===== src/rtl/interleaver_pp_pkg.sv =====
// Shared types for the ping-pong bit interleaver: frame mode and matrix scan order.
package interleaver_pp_pkg;

    typedef enum logic {
        ILV_MODE_INTERLEAVE   = 1'b0,
        ILV_MODE_DEINTERLEAVE = 1'b1
    } ilv_mode_e;

    typedef enum logic {
        ORDER_ROW_MAJOR = 1'b0,
        ORDER_COL_MAJOR = 1'b1
    } ilv_order_e;

    function automatic ilv_order_e wr_order(input ilv_mode_e m);
        return (m == ILV_MODE_INTERLEAVE) ? ORDER_ROW_MAJOR : ORDER_COL_MAJOR;
    endfunction

    function automatic ilv_order_e rd_order(input ilv_mode_e m);
        return (m == ILV_MODE_INTERLEAVE) ? ORDER_COL_MAJOR : ORDER_ROW_MAJOR;
    endfunction

endpackage


===== src/rtl/interleaver_pp_if.sv =====
// Serial bit-stream handshake bundle: input stream, per-frame mode, output stream.
interface interleaver_pp_if;
    logic mode;
    logic in_valid;
    logic in_ready;
    logic in_bit;
    logic out_valid;
    logic out_ready;
    logic out_bit;
    logic out_last;

    modport slave (
        input  mode, in_valid, in_bit, out_ready,
        output in_ready, out_valid, out_bit, out_last
    );

    modport master (
        output mode, in_valid, in_bit, out_ready,
        input  in_ready, out_valid, out_bit, out_last
    );
endinterface


===== src/rtl/interleaver_pp_addr_gen.sv =====
// Row/column counter pair walking a ROWSxCOLS matrix in row- or column-major order.
module ilv_addr_gen
    import interleaver_pp_pkg::*;
#(
    parameter int ROWS = 4,
    parameter int COLS = 4,
    parameter int AW   = $clog2(ROWS * COLS)
) (
    input  logic          clk_i,
    input  logic          rst_i,
    input  ilv_order_e    order_i,
    input  logic          advance_i,
    output logic [AW-1:0] addr_o,
    output logic          last_o
);
    localparam int RW = $clog2(ROWS);
    localparam int CW = $clog2(COLS);
    localparam logic [RW-1:0] ROW_MAX = RW'(ROWS - 1);
    localparam logic [CW-1:0] COL_MAX = CW'(COLS - 1);

    logic [RW-1:0] row_q, row_d;
    logic [CW-1:0] col_q, col_d;

    assign addr_o = AW'(int'(row_q) * COLS + int'(col_q));
    assign last_o = (row_q == ROW_MAX) && (col_q == COL_MAX);

    // NOTE: defaults first so every path assigns row_d/col_d and no latch is inferred.
    always_comb begin
        row_d = row_q;
        col_d = col_q;
        if (advance_i) begin
            if (order_i == ORDER_ROW_MAJOR) begin
                if (col_q == COL_MAX) begin
                    col_d = '0;
                    row_d = (row_q == ROW_MAX) ? '0 : row_q + RW'(1);
                end else begin
                    col_d = col_q + CW'(1);
                end
            end else begin
                if (row_q == ROW_MAX) begin
                    row_d = '0;
                    col_d = (col_q == COL_MAX) ? '0 : col_q + CW'(1);
                end else begin
                    row_d = row_q + RW'(1);
                end
            end
        end
    end

    always_ff @(posedge clk_i) begin
        if (rst_i) begin
            row_q <= '0;
            col_q <= '0;
        end else begin
            row_q <= row_d;
            col_q <= col_d;
        end
    end

endmodule


===== src/rtl/interleaver_pp.sv =====
// ROWSxCOLS block interleaver/deinterleaver with two ping-pong frame banks,
// one bit per cycle in and out; the mode is captured per frame on its first bit.
module interleaver_pp
    import interleaver_pp_pkg::*;
#(
    parameter int ROWS = 4,
    parameter int COLS = 4
) (
    input logic             clk_origin,
    input logic             rst,
    interleaver_pp_if.slave bus
);
    localparam int N  = ROWS * COLS;
    localparam int AW = $clog2(N);

    logic [N-1:0]  bank_q      [2];
    ilv_mode_e     bank_mode_q [2];
    logic [1:0]    full_q, full_d;
    logic          wr_sel_q, wr_sel_d;
    logic          rd_sel_q, rd_sel_d;
    logic          wr_en, rd_en, wr_first, wr_last, rd_last;
    logic [AW-1:0] wr_addr, rd_addr;
    ilv_order_e    wr_ord, rd_ord;

    assign bus.in_ready  = ~full_q[wr_sel_q];
    assign bus.out_valid = full_q[rd_sel_q];
    assign wr_en         = bus.in_valid & bus.in_ready;
    assign rd_en         = bus.out_valid & bus.out_ready;
    assign wr_first      = (wr_addr == '0);

    // Bit 0 steps the counters too, so its order must come from the live mode input.
    assign wr_ord = wr_first ? wr_order(ilv_mode_e'(bus.mode)) : wr_order(bank_mode_q[wr_sel_q]);
    assign rd_ord = rd_order(bank_mode_q[rd_sel_q]);

    ilv_addr_gen #(.ROWS(ROWS), .COLS(COLS), .AW(AW)) u_wr_addr (
        .clk_i     (clk_origin),
        .rst_i     (rst),
        .order_i   (wr_ord),
        .advance_i (wr_en),
        .addr_o    (wr_addr),
        .last_o    (wr_last)
    );

    ilv_addr_gen #(.ROWS(ROWS), .COLS(COLS), .AW(AW)) u_rd_addr (
        .clk_i     (clk_origin),
        .rst_i     (rst),
        .order_i   (rd_ord),
        .advance_i (rd_en),
        .addr_o    (rd_addr),
        .last_o    (rd_last)
    );

    assign bus.out_bit  = bank_q[rd_sel_q][rd_addr];
    assign bus.out_last = bus.out_valid & rd_last;

    always_comb begin
        full_d   = full_q;
        wr_sel_d = wr_sel_q;
        rd_sel_d = rd_sel_q;
        if (wr_en && wr_last) begin
            full_d[wr_sel_q] = 1'b1;
            wr_sel_d         = ~wr_sel_q;
        end
        if (rd_en && rd_last) begin
            full_d[rd_sel_q] = 1'b0;
            rd_sel_d         = ~rd_sel_q;
        end
    end

    always_ff @(posedge clk_origin) begin
        if (rst) begin
            full_q         <= '0;
            wr_sel_q       <= 1'b0;
            rd_sel_q       <= 1'b0;
            bank_mode_q[0] <= ILV_MODE_INTERLEAVE;
            bank_mode_q[1] <= ILV_MODE_INTERLEAVE;
        end else begin
            full_q   <= full_d;
            wr_sel_q <= wr_sel_d;
            rd_sel_q <= rd_sel_d;
            if (wr_en && wr_first) begin
                bank_mode_q[wr_sel_q] <= ilv_mode_e'(bus.mode);
            end
        end
    end

    // NOTE: bank storage has no reset; cleared full flags already make stale bits unreachable.
    always_ff @(posedge clk_origin) begin
        if (wr_en && !rst) begin
            bank_q[wr_sel_q][wr_addr] <= bus.in_bit;
        end
    end

endmodule

===== src/flat_wrapper.sv =====
// flat-port wrapper written by rule: the top's interface ports become plain ports
module interleaver_pp_flat import interleaver_pp_pkg::*;
#(
    parameter int ROWS = 4,
    parameter int COLS = 4
)
  (clk_origin, rst, bus_mode, bus_in_valid, bus_in_bit, bus_out_ready, bus_in_ready, bus_out_valid, bus_out_bit, bus_out_last);
  interleaver_pp_if bus_i ();
  input logic clk_origin;
  input logic rst;
  input wire logic [$bits(bus_i.mode)-1:0] bus_mode;
  input wire logic [$bits(bus_i.in_valid)-1:0] bus_in_valid;
  input wire logic [$bits(bus_i.in_bit)-1:0] bus_in_bit;
  input wire logic [$bits(bus_i.out_ready)-1:0] bus_out_ready;
  output wire logic [$bits(bus_i.in_ready)-1:0] bus_in_ready;
  output wire logic [$bits(bus_i.out_valid)-1:0] bus_out_valid;
  output wire logic [$bits(bus_i.out_bit)-1:0] bus_out_bit;
  output wire logic [$bits(bus_i.out_last)-1:0] bus_out_last;
  assign bus_i.mode = bus_mode;
  assign bus_i.in_valid = bus_in_valid;
  assign bus_i.in_bit = bus_in_bit;
  assign bus_i.out_ready = bus_out_ready;
  assign bus_in_ready = bus_i.in_ready;
  assign bus_out_valid = bus_i.out_valid;
  assign bus_out_bit = bus_i.out_bit;
  assign bus_out_last = bus_i.out_last;
  interleaver_pp #(.ROWS(ROWS), .COLS(COLS)) u_core (.clk_origin(clk_origin), .rst(rst), .bus(bus_i));
endmodule

===== config.mk =====
export PLATFORM = sky130hd
export DESIGN_NAME = interleaver_pp_flat
export DESIGN_NICKNAME = d
export VERILOG_FILES = /design/src/rtl/interleaver_pp_pkg.sv /design/src/rtl/interleaver_pp_if.sv /design/src/rtl/interleaver_pp_addr_gen.sv /design/src/rtl/interleaver_pp.sv /design/src/flat_wrapper.sv
export SDC_FILE = /design/constraint.sdc
export NUM_CORES = 1
export LEC_CHECK = 0
export CAP_MARGIN = 20
export CORE_ASPECT_RATIO = 0.7
export CORE_MARGIN = 2
export CORE_UTILIZATION = 34
export CTS_BUF_LIST = sky130_fd_sc_hd__clkbuf_8
export DETAILED_ROUTE_END_ITERATION = 6
export PLACE_DENSITY = 0.56
export SLEW_MARGIN = 40
export SYNTH_ARGS = -nofsm -noshare
export SYNTH_HDL_FRONTEND = slang
export SYNTH_HIERARCHICAL = 1
export SYNTH_SLANG_ARGS = --single-unit

===== constraint.sdc =====
create_clock -name clk_origin -period 2.3 [get_ports clk_origin]
set_clock_uncertainty 0.05 [all_clocks]
set_input_delay 0.46 -clock clk_origin [delete_from_list [all_inputs] [get_ports clk_origin]]
set_output_delay 0.46 -clock clk_origin [all_outputs]
set_load 0.005 [all_outputs]

## Word level (Yosys, flattened, before mapping)

Memories as Yosys holds them, arrays and structs flattened. A register that Yosys moved wholly into a read port is not among the register bits.
Cells that the tools add are included.

- Flip-flop bits (word level): 12
- Memory bits (writable): 34
- Bits of input ports: 6
- Output and inout port bits: 4
- Word-level logic and storage cells: 100
- Memories: 2

Memory list:

| name | depth | bits a word | rd ports | clocked after Yosys merged registers in | wr ports | line | text |
|---|---|---|---|---|---|---|---|
| u_core.bank_q | 2 | 16 | 1 | 1 | 1 | interleaver_pp.sv:16 | `logic [N-1:0] bank_q [2];` |
| u_core.bank_mode_q | 2 | 1 | 2 | 2 | 2 | interleaver_pp.sv:17 | `ilv_mode_e bank_mode_q [2];` |

- Add/sub/neg operators: 6
- $lt $le $gt $ge: 7
- Equality and inequality tests: 6
- Mux-type cells: 45
- Bitwise gates (word level): 9
- Reduce and logical (&&, ||, !) cells: 18

Operators by type and width:

| operator | number |
|---|---|
| 2-to-1 mux 2 bit | 14 |
| 2-to-1 mux 1 bit | 26 |
| 2-to-1 mux 16 bit | 1 |
| < comparator 4 x 5 -> 1 bit, second input constant | 2 |
| logical AND 1 bit | 9 |
| adder 2 x 1 -> 2 bit, second input constant | 4 |
| adder 4 x 2 -> 4 bit | 2 |
| equality test 2 bit, second input constant | 4 |
| AND reduction 2 bit | 4 |
| binary-select mux 1 bit (select 4 bit) | 1 |
| demux 1 bit (select 4 bit) | 1 |
| >= comparator 4 x 1 -> 1 bit, second input constant | 1 |
| zero test 4 bit | 1 |
| < comparator 1 x 2 -> 1 bit, second input constant | 2 |
| nonzero test 2 bit | 2 |
| AND 1 bit | 3 |
| inverter 1 bit | 3 |
| AND 2 bit | 1 |
| demux 1 bit (select 1 bit) | 2 |
| >= comparator 1 bit, second input constant | 2 |
| inequality test 2 x 1 -> 1 bit, second input constant | 1 |
| inequality test 2 bit, second input constant | 1 |
| inverter 2 bit | 1 |
| OR 2 bit | 1 |
| 2 further kinds | 2 |

## Longest topological paths before layout

- Word-level depth: 10
- Depth in mapped cells: 7
- Mapped depth without buffers: 6

## By module

The synthesis kept the hierarchy.

Modules (own cells, without submodules):

| module | times used | cells each | area an instance (µm²) | seq. area each (µm²) |
|---|---|---|---|---|
| interleaver_pp | 1 | 166 | 1,950.6 | 1,141.1 |
| ilv_addr_gen | 2 | 21 | 191.4 | 80.1 |

## Least setup slack after synthesis

No wires, ideal clock.

- Path kind: flip-flop to output port
- From: register u_core.u_rd_addr.col_q[0]
- To: output port bus_out_bit
- Arrival time: 1.272 ns
- Data required time: 1.790 ns
- Setup slack: 0.518 ns
- Stages on the path, launching flop included: 8
- Path buffers: 2
- Path through: dfxtp_1 -> buf_6 -> buf_12 -> mux2i_1 -> a22oi_1 -> nand3_1 -> nand2_1 -> a311o_1

- Word-level cells in the longest chain between the ends: 3

RTL lines:

| element | line | text |
|---|---|---|
| from (decl) | interleaver_pp_addr_gen.sv:22 | `logic [CW-1:0] col_q, col_d;` |
| from (signal assigned) | interleaver_pp_addr_gen.sv:56 | `col_q <= col_d;` |
| adder 4 x 2 -> 4 bit | interleaver_pp_addr_gen.sv:24 | `assign addr_o = AW'(int'(row_q) * COLS + int'(col_q));` |
| binary-select mux 1 bit (select 4 bit) | interleaver_pp.sv:53 | `assign bus.out_bit = bank_q[rd_sel_q][rd_addr];` |
| 2-to-1 mux 1 bit (implied by the code) | interleaver_pp.sv:53 |  |
| to (decl) | flat_wrapper.sv:17 | `output wire logic [$bits(bus_i.out_bit)-1:0] bus_out_bit;` |

Every way passes these cells. The select of a mux whose other input is x is not followed.

## Final worst setup path

Same ends and word-level chain as after synthesis.

==> results.json <==
{
  "status": "finished clean",
  "path_cells": "buf_12, mux2i_1, nand2_1, nand4b_1, a21oi_1, a311o_1, clkbuf_2",
  "cts_tree": "done",
  "grt_pass1_vias": 1457,
  "setup_violations": 0,
  "ys_seq_area_share_pct": 55.8,
  "io_buffers": 9,
  "cp.arrival_ns": 1.72,
  "required_ns": 1.79,
  "worst_slew_pin_slew_ns": 0.391,
  "num_vias": 1546,
  "critPathMaxStageDelay_ns": 0.42,
  "dr.pass1.iters": 4,
  "final_core_util_pct": 41.2,
  "area_growth_syn_to_layout_pct": 18.2,
  "irDropWorstVdd_v": 0.000282,
  "synth_edf_count": 34,
  "slowest_stage": "dfxtp_4",
  "final_common_cell": "nor2_1",
  "cpLargestDelayFamily": "flip-flops",
  "crit_path_start": "u_core/u_rd_addr/col_q[0]$_SDFFE_PP0P_",
  "dp_hpwl_mm": 3.19,
  "groute.usage.overall_pct": 13.6,
  "cts_sinks": 48,
  "rsz0062_at_grt": "true",
  "io_pins": 10,
  "netlist_instances": 208,
  "ys_warn_count": 6,
  "relSlewSlack_pct": 73.9,
  "path_depth": 7,
  "min_from": "u_core/full_q[0]$_SDFF_PP0_",
  "h-tree-depth": 2,
  "syn_avg_cell_area_sq_um": 11.2,
  "drtAntennaViolNets": 0,
  "synth_cell_types": 39,
  "clk_pin_slew_worst_paths_ns": 0.10,
  "antennaDiodeCount": 0,
  "cts_root_buffer": "clkbuf_8",
  "cts_made_buffers": 5,
  "fillCellCount": 665,
  "mostFrequentLayoutCells": "nor2_1, edfxtp_1, mux2i_1",
  "fp.dieArea_sq_um": 7550,
  "synth_nets": 218,
  "synthesis.area_sq_um": 2330,
  "cp.buffers_inverters": 2,
  "powerDensity_nw_per_um2": 617,
  "wl_per_cell_um": 14.5,
  "synth_ff_type": "edfxtp_1",
  "die_w_um": 103,
  "finalNetCount": 237,
  "drt_iter0_markers": 116,
  "timing.rr.start": "u_core/u_wr_addr/col_q[1]$_SDFFE_PP0P_",
  "endpoint": "bus_out_bit",
  "fmax_mhz": 448,
  "gp_congestion": 0.787,
  "ys_ff_latch": 48,
  "grt_pass1_wl_mm": 7.64,
  "maxCapViolCount": 0,
  "holdPathStages": 2,
  "core_sq_um": 6690,
  "cp_max_fo": 5,
  "min_path_type": "register to register",
  "final_layout_size_suffix_gt1_share_pct": 16.7,
  "cp-end-kind": "output pin",
  "worstSetupPathType": "register to output pin",
  "finalWirelength_mm": 4.66,
  "critPathLaunchType": "register",
  "die_y_um": 73.3,
  "initial_core_util_pct": 34.9,
  "worst_skew_pair.late_latency_ns": 0.30,
  "antenna_found_initial": 0,
  "cts_max_path_buffers": 2,
  "r2r_slack_ns": 0.47,
  "stdcell_count": 322,
  "reg2reg_depth": 6,
  "finalMaxSlewViolations": 0,
  "overflow": 0,
  "vias_per_cell": 4.80,
  "place_inst": 310,
  "finalCritPeriodShare_pct": 97.0,
  "r2r-end": "u_core/u_wr_addr/row_q[0]$_SDFFE_PP0P_",
  "rows": 25,
  "min_period_ns": 2.23,
  "hold_viol": 0,
  "drc_errors": 0,
  "grt_max_degree": 33,
  "leakage_uw": 0.000930,
  "async_flop_share_pct": 0
}
how the worst min path moves through the flow:
stage,slack (ns),endpoint
6_report,0.48,u_core/full_q[0]$_SDFF_PP0_
5_1_grt,0.51,u_core/full_q[0]$_SDFF_PP0_
4_1_cts,0.47,u_core/full_q[0]$_SDFF_PP0_
2_1_floorplan,0.40,u_core/u_wr_addr/row_q[0]$_SDFFE_PP0P_
3_3_place_gp,0.47,u_core/full_q[0]$_SDFF_PP0_
3_5_place_dp,0.45,u_core/full_q[0]$_SDFF_PP0_
cell families after synthesis:
family	Yosys count	share of synthesized area, %
DFF	48	55.8
muxes	22	9.44
AOI/OAI and AO/OA	30	7.45
adders and majority gates	4	2.14
xor gates and xnor gates	1	0.375
buffers and inverters	11	2.79
and+or+nand+nor	92	22.0
power breakdown:
group	switching, uW	internal, uW	leakage, uW
registers	26.7	936	0.000423
clock network	287	322	0.0000541
logic	75.7	54.6	0.000453
total	390	1310	0.000930
routing by layer:
| layer | global-route usage (%) | share of wire (%) |
|---|---|---|
| met1 | 21.5 | 54 |
| met2 | 17.7 | 40 |
| met3 | 3.52 | 5.0 |
| met4 | 4.53 | 1.5 |
| met5 | 0 | 0 |
through the flow:
step | TNS, ns | hold slack (ns) | total power (uW) | setup slack (ns) | cell area, sq um
finish | 0 | 0.482 | 1700 | 0.0693 | 2760
global route | -0.0262 | 0.511 | 1770 | -0.0262 | 2760
CTS | -0.0861 | 0.474 | 1720 | -0.0861 | 2710
detailed placement | 0 | 0.453 | 1120 | 0.0149 | 2550
global placement | 0 | 0.466 | 1120 | 0.0541 | 2550
floorplan | 0 | 0.405 | 1070 | 0.518 | 2330
state kept, by name, summed over array words and instances, names as in the netlist, named ones only:
| signal | cells |
|---|---|
| u_core/bank_q | 32 |
| u_core/u_rd_addr/row_q | 2 |
| u_core/bank_mode_q | 2 |
| u_core/rd_sel_q | 1 |
| u_core/u_wr_addr/row_q | 2 |
| u_core/wr_sel_q | 1 |
| u_core/u_rd_addr/col_q | 2 |
| u_core/u_wr_addr/col_q | 2 |
| u_core/full_q | 2 |
cell type report:
| cell class | count | area [sq um] | share of cell area [%] |
|---|---|---|---|
| inverters | 4 | 15.0 | 0.544 |
| flip-flops and latches | 48 | 1310 | 47.3 |
| well taps | 94 | 118 | 4.26 |
| multi-input cells | 149 | 983 | 35.7 |
| clock buffers | 5 | 68.8 | 2.50 |
| clock inverters | 3 | 42.5 | 1.54 |
| repair buffers | 19 | 225 | 8.17 |
worst register-to-register path, delay by kind of cell, from the launching register on:
kind / cells / cell delay [ns]
simple gates: 3 / 0.89
flops: 1 / 0.42
compound gates: 3 / 0.41
cells in the mapped netlist, types with 4 or more instances:
| library cell | count | area share [%] |
|---|---|---|
| o21ai_0 | 9 | 1.9 |
| nand2_1 | 13 | 2.1 |
| clkbuf_1 | 4 | 0.64 |
| a21oi_1 | 12 | 2.6 |
| mux2i_1 | 22 | 9.4 |
| nor2_1 | 43 | 6.9 |
| ha_1 | 4 | 2.1 |
| dfxtp_1 | 14 | 12 |
| nand3_1 | 4 | 0.86 |
| a22oi_1 | 4 | 1.3 |
| edfxtp_1 | 34 | 44 |
| inv_1 | 4 | 0.64 |
| nor2b_1 | 4 | 1.1 |
| nand3b_1 | 5 | 1.6 |
what timing repair did:
| item | in CTS | in global routing |
|---|---|---|
| resized for setup | 6 | 7 |
| hold buffers | 0 | 0 |
| pin swaps | 0 | 3 |
| cloned | 1 | 1 |
| endpoints found under the setup margin | 2 | 1 |
| buffers inserted | 1 | 1 |
(Power assumes the default switching activity.)
